<file path="src/rtl/muldiv_seq_unit_pkg.sv">
// Package for the iterative RV32M multiply/divide unit.
// Holds the datapath width, the M-extension funct3/funct7 encodings, the FSM
// state type and small helpers that classify an op by its funct3.
package muldiv_seq_unit_pkg;

  localparam int XLEN = 32;

  // funct7 value the decoder matches (with the OP opcode) to raise start.
  localparam logic [6:0] F7_MULDIV = 7'b0000001;

  localparam logic [2:0] F3_MUL    = 3'b000;
  localparam logic [2:0] F3_MULH   = 3'b001;
  localparam logic [2:0] F3_MULHSU = 3'b010;
  localparam logic [2:0] F3_MULHU  = 3'b011;
  localparam logic [2:0] F3_DIV    = 3'b100;
  localparam logic [2:0] F3_DIVU   = 3'b101;
  localparam logic [2:0] F3_REM    = 3'b110;
  localparam logic [2:0] F3_REMU   = 3'b111;

  typedef enum logic [1:0] {
    IDLE = 2'd0,
    PREP = 2'd1,
    CALC = 2'd2,
    DONE = 2'd3
  } muldiv_state_t;

  // All divide/remainder encodings have funct3[2] set.
  function automatic logic is_div_op(input logic [2:0] f3);
    return f3[2];
  endfunction

  // op_a is signed for MUL, MULH, MULHSU, DIV, REM.
  function automatic logic a_is_signed(input logic [2:0] f3);
    return (f3 == F3_MUL) || (f3 == F3_MULH) || (f3 == F3_MULHSU) ||
           (f3 == F3_DIV) || (f3 == F3_REM);
  endfunction

  // op_b is signed for MUL, MULH, DIV, REM.
  function automatic logic b_is_signed(input logic [2:0] f3);
    return (f3 == F3_MUL) || (f3 == F3_MULH) ||
           (f3 == F3_DIV) || (f3 == F3_REM);
  endfunction

endpackage

</file>
<file path="src/rtl/muldiv_seq_unit_if.sv">
// Interface between the Execute stage and the multiply/divide sequencer.
//
// Handshake: EX raises start with funct3/op_a/op_b for an M-extension op;
// the unit accepts it on the clock edge where it is IDLE, start=1 and
// flush=0 (stall rises combinationally in that same cycle). stall then stays
// high until the result cycle, where result_valid pulses for exactly one
// cycle with result holding the final value and EX advances. flush aborts
// whatever is in flight and suppresses result_valid.
//
// master : EX side (drives start/funct3/op_a/op_b/flush)
// slave  : the sequencer (drives stall/result_valid/result/state)
// state is a debug view of the sequencer FSM.
interface muldiv_seq_unit_if;
  import muldiv_seq_unit_pkg::*;

  logic            start;
  logic [2:0]      funct3;
  logic [XLEN-1:0] op_a;
  logic [XLEN-1:0] op_b;
  logic            flush;
  logic            stall;
  logic            result_valid;
  logic [XLEN-1:0] result;
  muldiv_state_t   state;

  modport master (
    output start, funct3, op_a, op_b, flush,
    input  stall, result_valid, result, state
  );

  modport slave (
    input  start, funct3, op_a, op_b, flush,
    output stall, result_valid, result, state
  );

endinterface

</file>
<file path="src/rtl/muldiv_seq_unit.sv">
// Iterative RV32M multiply/divide sequencer sitting beside the EX-stage ALU.
// Latches one op, converts signed operands to magnitudes (PREP), iterates one
// bit per cycle for XLEN cycles (CALC), then applies the sign fixup and
// pulses result_valid (DONE). Divide-by-zero and signed overflow skip CALC.
//
// Ports:
//   clk  - core clock
//   rst  - asynchronous active-high reset
//   bus  - slave side of muldiv_seq_unit_if (start/funct3/op_a/op_b/flush in,
//          stall/result_valid/result/state out)
module muldiv_seq_unit
  import muldiv_seq_unit_pkg::*;
(
  input  logic               clk,
  input  logic               rst,
  muldiv_seq_unit_if.slave   bus
);

  muldiv_state_t     state_q, state_d;
  logic [2:0]        f3_q;
  logic [XLEN-1:0]   a_q, b_q;
  logic [XLEN-1:0]   dvsr_q;     // multiplicand (mul) or divisor (div) magnitude
  logic [2*XLEN-1:0] acc_q;      // {hi, lo}: product, or {remainder, dividend/quotient}
  logic [4:0]        cnt_q;
  logic              neg_q;      // selected result must be negated in DONE
  logic [XLEN-1:0]   result_q;

  logic              accept;
  logic              op_div;
  logic              a_neg, b_neg;
  logic [XLEN-1:0]   mag_a, mag_b;
  logic              div_zero, div_ovf, special;
  logic              neg_prep;
  logic [2*XLEN-1:0] special_acc;
  logic [XLEN-1:0]   mul_addend;
  logic [XLEN:0]     mul_sum;
  logic [2*XLEN-1:0] mul_next;
  logic [XLEN:0]     div_trial;
  logic [2*XLEN-1:0] div_next;
  logic [2*XLEN-1:0] prod_fix;
  logic [XLEN-1:0]   div_sel, div_fix, final_val;

  assign accept = (state_q == IDLE) && bus.start && !bus.flush;
  assign op_div = is_div_op(f3_q);

  // ---------------------------------------------------------------- PREP
  assign a_neg = a_is_signed(f3_q) && a_q[XLEN-1];
  assign b_neg = b_is_signed(f3_q) && b_q[XLEN-1];
  assign mag_a = a_neg ? -a_q : a_q;
  assign mag_b = b_neg ? -b_q : b_q;

  assign div_zero = op_div && (b_q == '0);
  assign div_ovf  = ((f3_q == F3_DIV) || (f3_q == F3_REM)) &&
                    (a_q == {1'b1, {(XLEN-1){1'b0}}}) && (b_q == '1);
  assign special  = div_zero || div_ovf;

  // Remainder follows the dividend; products and quotients follow a^b.
  assign neg_prep = (f3_q == F3_REM) ? a_neg : (a_neg ^ b_neg);

  // Special results are placed straight into {remainder, quotient}.
  assign special_acc = div_zero ? {a_q, {XLEN{1'b1}}}
                                : {{XLEN{1'b0}}, 1'b1, {(XLEN-1){1'b0}}};

  // ---------------------------------------------------------------- CALC
  // Multiply: add multiplicand into the high half when the current
  // multiplier bit (acc lo[0]) is set, then shift the whole register right.
  assign mul_addend = acc_q[0] ? dvsr_q : '0;
  assign mul_sum    = {1'b0, acc_q[2*XLEN-1:XLEN]} + {1'b0, mul_addend};
  assign mul_next   = {mul_sum, acc_q[XLEN-1:1]};

  // Restoring divide: shift the next dividend bit into the partial
  // remainder and keep the subtraction only if it did not borrow. The
  // remainder stays below the divisor, so bit XLEN of the trial is the borrow.
  assign div_trial = {acc_q[2*XLEN-1:XLEN], acc_q[XLEN-1]} - {1'b0, dvsr_q};
  assign div_next  = div_trial[XLEN] ? {acc_q[2*XLEN-2:0], 1'b0}
                                     : {div_trial[XLEN-1:0], acc_q[XLEN-2:0], 1'b1};

  // ---------------------------------------------------------------- DONE
  assign prod_fix  = neg_q ? -acc_q : acc_q;
  assign div_sel   = f3_q[1] ? acc_q[2*XLEN-1:XLEN] : acc_q[XLEN-1:0];
  assign div_fix   = neg_q ? -div_sel : div_sel;
  assign final_val = op_div             ? div_fix :
                     (f3_q == F3_MUL)   ? prod_fix[XLEN-1:0] :
                                          prod_fix[2*XLEN-1:XLEN];

  // ---------------------------------------------------------------- FSM
  always_ff @(posedge clk or posedge rst) begin
    if (rst) state_q <= IDLE;
    else     state_q <= state_d;
  end

  always_comb begin
    state_d          = state_q;
    bus.stall        = 1'b0;
    bus.result_valid = 1'b0;
    bus.result       = result_q;
    case (state_q)
      IDLE: begin
        if (accept) begin
          state_d   = PREP;
          bus.stall = 1'b1;
        end
      end
      PREP: begin
        bus.stall = 1'b1;
        state_d   = special ? DONE : CALC;
      end
      CALC: begin
        bus.stall = 1'b1;
        if (cnt_q == 5'd31) state_d = DONE;
      end
      DONE: begin
        state_d = IDLE;
        if (!bus.flush) begin
          bus.result_valid = 1'b1;
          bus.result       = final_val;
        end
      end
      default: state_d = IDLE;
    endcase
    if (bus.flush) state_d = IDLE;
  end

  assign bus.state = state_q;

  // ---------------------------------------------------------------- datapath
  always_ff @(posedge clk or posedge rst) begin
    if (rst) begin
      f3_q     <= '0;
      a_q      <= '0;
      b_q      <= '0;
      dvsr_q   <= '0;
      acc_q    <= '0;
      cnt_q    <= '0;
      neg_q    <= 1'b0;
      result_q <= '0;
    end else begin
      case (state_q)
        IDLE: begin
          if (accept) begin
            f3_q <= bus.funct3;
            a_q  <= bus.op_a;
            b_q  <= bus.op_b;
          end
        end
        PREP: begin
          cnt_q <= '0;
          if (special) begin
            acc_q  <= special_acc;
            neg_q  <= 1'b0;
            dvsr_q <= '0;
          end else begin
            // Multiplier (mul) or dividend (div) starts in the low half.
            acc_q  <= {{XLEN{1'b0}}, (op_div ? mag_a : mag_b)};
            dvsr_q <= op_div ? mag_b : mag_a;
            neg_q  <= neg_prep;
          end
        end
        CALC: begin
          acc_q <= op_div ? div_next : mul_next;
          cnt_q <= cnt_q + 5'd1;
        end
        DONE: begin
          if (!bus.flush) result_q <= final_val;
        end
        default: ;
      endcase
    end
  end

endmodule

</file>
<file path="src/flat_wrapper.sv">
// flat-port wrapper written by rule: the top's interface ports become plain ports
module muldiv_seq_unit_flat import muldiv_seq_unit_pkg::*;
  (clk, rst, bus_start, bus_funct3, bus_op_a, bus_op_b, bus_flush, bus_stall, bus_result_valid, bus_result, bus_state);
  muldiv_seq_unit_if bus_i ();
  input  logic clk;
  input  logic rst;
  input wire logic [$bits(bus_i.start)-1:0] bus_start;
  input wire logic [$bits(bus_i.funct3)-1:0] bus_funct3;
  input wire logic [$bits(bus_i.op_a)-1:0] bus_op_a;
  input wire logic [$bits(bus_i.op_b)-1:0] bus_op_b;
  input wire logic [$bits(bus_i.flush)-1:0] bus_flush;
  output wire logic [$bits(bus_i.stall)-1:0] bus_stall;
  output wire logic [$bits(bus_i.result_valid)-1:0] bus_result_valid;
  output wire logic [$bits(bus_i.result)-1:0] bus_result;
  output wire logic [$bits(bus_i.state)-1:0] bus_state;
  assign bus_i.start = bus_start;
  assign bus_i.funct3 = bus_funct3;
  assign bus_i.op_a = bus_op_a;
  assign bus_i.op_b = bus_op_b;
  assign bus_i.flush = bus_flush;
  assign bus_stall = bus_i.stall;
  assign bus_result_valid = bus_i.result_valid;
  assign bus_result = bus_i.result;
  assign bus_state = bus_i.state;
  muldiv_seq_unit u_core (.clk(clk), .rst(rst), .bus(bus_i));
endmodule
</file>
<file path="config.mk">
export PLATFORM = sky130hd
export DESIGN_NAME = muldiv_seq_unit_flat
export DESIGN_NICKNAME = d
export VERILOG_FILES = /design/src/rtl/muldiv_seq_unit_pkg.sv /design/src/rtl/muldiv_seq_unit_if.sv /design/src/rtl/muldiv_seq_unit.sv /design/src/flat_wrapper.sv
export SDC_FILE = /design/constraint.sdc
export NUM_CORES = 1
export LEC_CHECK = 0
export ABC_AREA = 0
export CAP_MARGIN = 20
export CORE_MARGIN = 2
export CORE_UTILIZATION = 53
export DETAILED_ROUTE_END_ITERATION = 12
export PLACE_DENSITY = 0.76
export REMOVE_ABC_BUFFERS = 1
export SLEW_MARGIN = 20
export SYNTH_ARGS = -nofsm -noshare
export SYNTH_HDL_FRONTEND = slang
export SYNTH_SLANG_ARGS = --single-unit
export TNS_END_PERCENT = 10
</file>
<file path="constraint.sdc">
create_clock -name clk -period 10.1 [get_ports clk]
set_input_delay 2.02 -clock clk [delete_from_list [all_inputs] [get_ports clk]]
set_output_delay 2.02 -clock clk [all_outputs]
set_load 0.02 [all_outputs]
</file>
* Yosys cells after proc, flatten, opt, wreduce, memory -nomap -nowiden
Index checks and enable logic that the tools add are counted.
Widths: inputs -> output; s select.
** Cells by class
- $add $sub $neg :: 7
- Multiplexer cells :: 30
- Bitwise logic cells :: 1
- Equal/unequal tests :: 12
- Reduce and logical (&&, ||, !) cells :: 23
** Operator list (number)
- $mux 32 :: 12
- $mux 64 :: 5
- $pmux 64 s2 :: 1
- $neg 32->32 :: 3
- $eq 32x32->1 const B :: 2
- $neg 64->64 :: 1
- $add 32x32->33 :: 1
- $sub 33x32->33 :: 1
- $logic_not 32->1 :: 1
- $pmux 5 s2 :: 1
- $logic_or 1x1->1 :: 8
- $pmux 2 s4 :: 1
- $logic_and 1x1->1 :: 7
- $eq 3x3->1 const B :: 2
- $mux 1 :: 6
- $mux 2 :: 3
- $ne 3x2->1 const B :: 2
- $add 5x1->5 const B :: 1
- $eq 5x5->1 const B :: 1
- $eq 2x2->1 const B :: 2
- $reduce_and 2->1 :: 2
- $eq 3x1->1 const B :: 1
- $eq 3x2->1 const B :: 1
- $logic_not 3->1 :: 1
- 7 further kinds :: 7
** Storage, ports and cells
- Flip-flop bits (word level) :: 203
- Input port bits :: 71
- Word-level logic and storage cells :: 82
- Output and inout port bits :: 36

* Logic depth before layout (Yosys ltp)
- Depth after elaboration :: 10
- Depth in mapped cells :: 16
- Mapped depth without buffers :: 13

* Least setup slack after synthesis
OpenSTA, ideal clock, no wires.
- Path type :: register to output
- Start point :: register u_core.f3_q[1]
- End point :: output port bus_result[28]
- Cell stages (with the launch flop) :: 17
- Arrival time :: 4.101 ns
- Required time :: 8.080 ns
- Path buffers :: 6
- Setup slack :: 3.979 ns
- Cells stage by stage :: dfrtp_1 > buf_2 > clkbuf_1 > buf_2 > buf_1 > clkbuf_1 > clkbuf_1 > mux2i_1 > ha_1 > o21a_1 > nand2_1 > nor4_2 > nand3_1 > o21ai_0 > xor2_1 > a21oi_1 > o21ai_0
** Between the ends
- Word-level cells in the longest chain between the ends :: 6
- Elaborated cells between the ends (all ways) :: 8
- Classes of those cells :: add/sub (1); mux (6); reduce/logical (1)
** Ends and longest elaborated chain
- start, declared :: line muldiv_seq_unit.sv:20 : logic [2:0] f3_q;
- start signal, assigned :: line muldiv_seq_unit.sv:141 : f3_q <= bus.funct3;
- $mux 32 :: line muldiv_seq_unit.sv:80 : assign div_sel = f3_q[1] ? acc_q[2*XLEN-1:XLEN] : acc_q[XLEN-1:0];
- $neg 32->32 :: line muldiv_seq_unit.sv:81 : assign div_fix = neg_q ? -div_sel : div_sel;
- $mux 32 :: line muldiv_seq_unit.sv:81
- $mux 32 * :: line muldiv_seq_unit.sv:82 : assign final_val = op_div ? div_fix :
- $mux 32 * (2 in series)
- end, declared :: line flat_wrapper.sv:14 : output wire logic [$bits(bus_i.result)-1:0] bus_result;
Every way passes the cells marked *; elsewhere a longest branch is shown, timed or not.

* Final worst setup path
- Start point :: input port bus_flush
- End point :: output port bus_result[30]
** Between the ends
- Word-level cells in the longest chain between the ends :: 2
** Ends and longest elaborated chain
- start, declared :: line flat_wrapper.sv:11 : input wire logic [$bits(bus_i.flush)-1:0] bus_flush;
- $mux 32 (2 in series)
Every way passes these cells.

==> impl_metrics.env <==
export IMPL_status="completed"
export IMPL_die_w_microns=188
export IMPL_start_util_pct=53.8
export IMPL_ant_nets=0
export IMPL_avgRoutedWirePerCell_microns=22.5
export IMPL_synth_top_area_share_pct=28.2
export IMPL_htree_levels=1
export IMPL_cts_tree="done"
export IMPL_r2r_end="u_core.acc_q[56]"
export IMPL_cts_resized=0
export IMPL_crit_arrival_ns=5.15
export IMPL_yosys_warnings=0
export IMPL_regToRegSetupSlack_ns=5.46
export IMPL_min_from="u_core.result_q[3]"
export IMPL_synth_top_cells_by_area="dfrtp_1 (28%), o21ai_0 (5.7%), xnor2_1 (5.7%)"
export IMPL_seq_area_frac_synth_pct=28.2
export IMPL_use_met2_pct=52.5
export IMPL_num_rows=67
export IMPL_cts_sinks=203
export IMPL_dieArea_sq_um=35500
export IMPL_antenna_found_initial=1
export IMPL_met1_usage_pct=47.8
export IMPL_num_vias=17300
export IMPL_port_buffers=106
export IMPL_via_per_inst=6.47
export IMPL_synth_top_area_cell="dfrtp_1"
export IMPL_timing_fmax_mhz=140
export IMPL_syn_area_sq_um=18000
export IMPL_globalplace_congestion=0.992
export IMPL_final_common_cell="nand2_1"
export IMPL_final_cell_mix="nand2_1 (206), o21ai_0 (205), dfrtp_1 (200)"
export IMPL_clk_latency_ns=0.57
export IMPL_dp_hpwl_microns=44700
export IMPL_hold_path_end="u_core.result_q[3]"
export IMPL_grt_pass1_wl_microns=93500
export IMPL_layout_drive_gt1_share_pct=9.52
export IMPL_met3_usage_pct=4.90
export IMPL_drv_cap=0
export IMPL_worstSetupPathType="input pin to output port"
export IMPL_hold_viol=0
export IMPL_r2r_cells=13
export IMPL_post_cts_buffers=0
export IMPL_synth_enable_flop_cells=0
export IMPL_synth_distinct_cells=85
export IMPL_slew_headroom_pct=28.9
export IMPL_drc=0
export IMPL_grt_setup_unrepaired="false"
export IMPL_crit_path_end_kind="output port"
export IMPL_ys_ff_latch=203
export IMPL_clk_transition_reported_paths_ns=0.06
export IMPL_period_needed_ns=7.17
export IMPL_first_iter_violations=1893
export IMPL_cts_buffers=26
export IMPL_hold_class="register to register"
export IMPL_syn2layout_area_growth_pct=12.0
export IMPL_pin_count=107
export IMPL_avgSynthCellArea_sq_um=8.17
export IMPL_setup_violations=0
export IMPL_cp_data_required_time_ns=8.08
export IMPL_grt_overflow=0
export IMPL_clock_path_buffers=3
export IMPL_synthCells=2204
export IMPL_diodes=0
export IMPL_drt_wl_total_microns=60200
export IMPL_critPathLaunchType="input pin"
export IMPL_r2r_start="u_core.acc_q[0]"
export IMPL_tightest_slew_ns=1.05
export IMPL_cts_hold_buffers=0
export IMPL_grt_max_degree=131
export IMPL_die_h_microns=188
export IMPL_grtUsageTotal_pct=33.5
export IMPL_drtPass1Iterations=8
export IMPL_grt_busiest_layer="met2"
export IMPL_grt_pass1_vias=16400
export IMPL_path_max_fanout=51
export IMPL_final_nets=2362
export IMPL_fin_crit_sh_pct=71.0
export IMPL_whs_path_depth=2
export IMPL_slew_violations=0
export IMPL_async_flop_share_pct=100
export IMPL_finalClockSkew_ns=0.0180
export IMPL_cts_root_buf="clkbuf_16"
export IMPL_tns_ns=0
export IMPL_design_core_area_sq_um=33400
export IMPL_ys_flop_type="dfrtp_1"
cell type report:
cell class / instances / area (sq um)
clock buffers: 33 / 717
clock inverters: 10 / 139
fillers: 2957 / 13300
inverters: 82 / 315
multi-input cells: 1760 / 12000
flip-flops and latches: 203 / 5090
well taps: 448 / 561
repair buffers: 139 / 1310
registers in the layout, summed over array words and instances, names as in the netlist:
| signal | count |
|---|---|
| u_core.neg_q | 1 |
| u_core.cnt_q | 5 |
| u_core.a_q | 32 |
| u_core.bus.state | 2 |
| u_core.f3_q | 3 |
| u_core.result_q | 32 |
| u_core.b_q | 32 |
| u_core.acc_q | 64 |
| u_core.dvsr_q | 32 |
through the flow:
stage | utilization (%) | instances | worst slack (ns) | hold WS (ns) | instance area, sq um
after floorplan | - | 2045 | 0.434 | 0.444 | 17400
final | 60.3 | 2675 | 2.93 | 0.470 | 20200
after global placement | 57.7 | 2632 | 2.98 | 0.455 | 19300
after CTS | 60.3 | 2675 | 2.95 | 0.472 | 20200
after detailed placement | 57.7 | 2632 | 2.93 | 0.458 | 19300
after global routing | 60.3 | 2675 | 2.71 | 0.495 | 20200
worst max-delay path by stage:
stage,slack [ns],startpoint,endpoint,cells after the start
floorplan,0.43,u_core.f3_q[2],bus_result[1],7
global placement,2.98,bus_flush,bus_result[8],8
detailed placement,2.93,bus_flush,bus_result[8],8
CTS,2.95,bus_flush,bus_result[8],8
global route,2.71,bus_flush,bus_result[8],8
finish,2.93,bus_flush,bus_result[30],9
Yosys cell counts, types with 8 or more instances:
master and instances:
mux2_2 86, nor2b_1 8, nand4_1 22, a31oi_1 16, a21o_1 28, or3_1 20
xor2_1 82, ha_1 77, nor2_1 171, or2_2 10, nor4_1 22, or4_1 12
xnor2_1 117, o21a_1 11, a21oi_1 171, o31ai_1 49, o221ai_1 13, mux2i_1 76
o211ai_1 36, a221oi_1 13, nand2b_1 17, dfrtp_1 203, nand3_1 34, o41ai_1 12
clkbuf_1 118, and3_1 9, nor3_1 44, buf_1 28, o22ai_1 13, o21ai_0 205
inv_1 79, buf_2 10, a211oi_1 23, a211o_1 10, and2_1 13, nand2_1 206
metal layers:
metal,wire length (microns),part of all wire [%]
met1,26200,43
met2,26600,44
met3,5750,9.5
met4,1740,2.9
met5,13,0.022
worst max-delay path, cell delays in order:
cell and delay [ns]:
clkdlybuf4s50_1 0.56, nand2b_2 0.15, buf_4 0.39, clkinv_1 0.40
nand2_1 0.38, nor2_1 0.16, a22oi_1 0.30, o211ai_1 0.18
clkdlybuf4s50_1 0.57
cells by family (layout without fill, tap and decap cells):
family,count (synthesis),in the layout,share of synthesized area [%]
xor gates and xnor gates,199,199,9.68
adders and majority gates,79,79,5.57
muxes,163,163,9.73
buffers and inverters,241,264,5.12
and+or+nand+nor,630,630,17.2
AOI/OAI and AO/OA,689,689,24.5
DFF,203,203,28.2
Power is not shown: default switching activity piles up to over one toggle a cycle in this logic, so the estimate is an artifact.
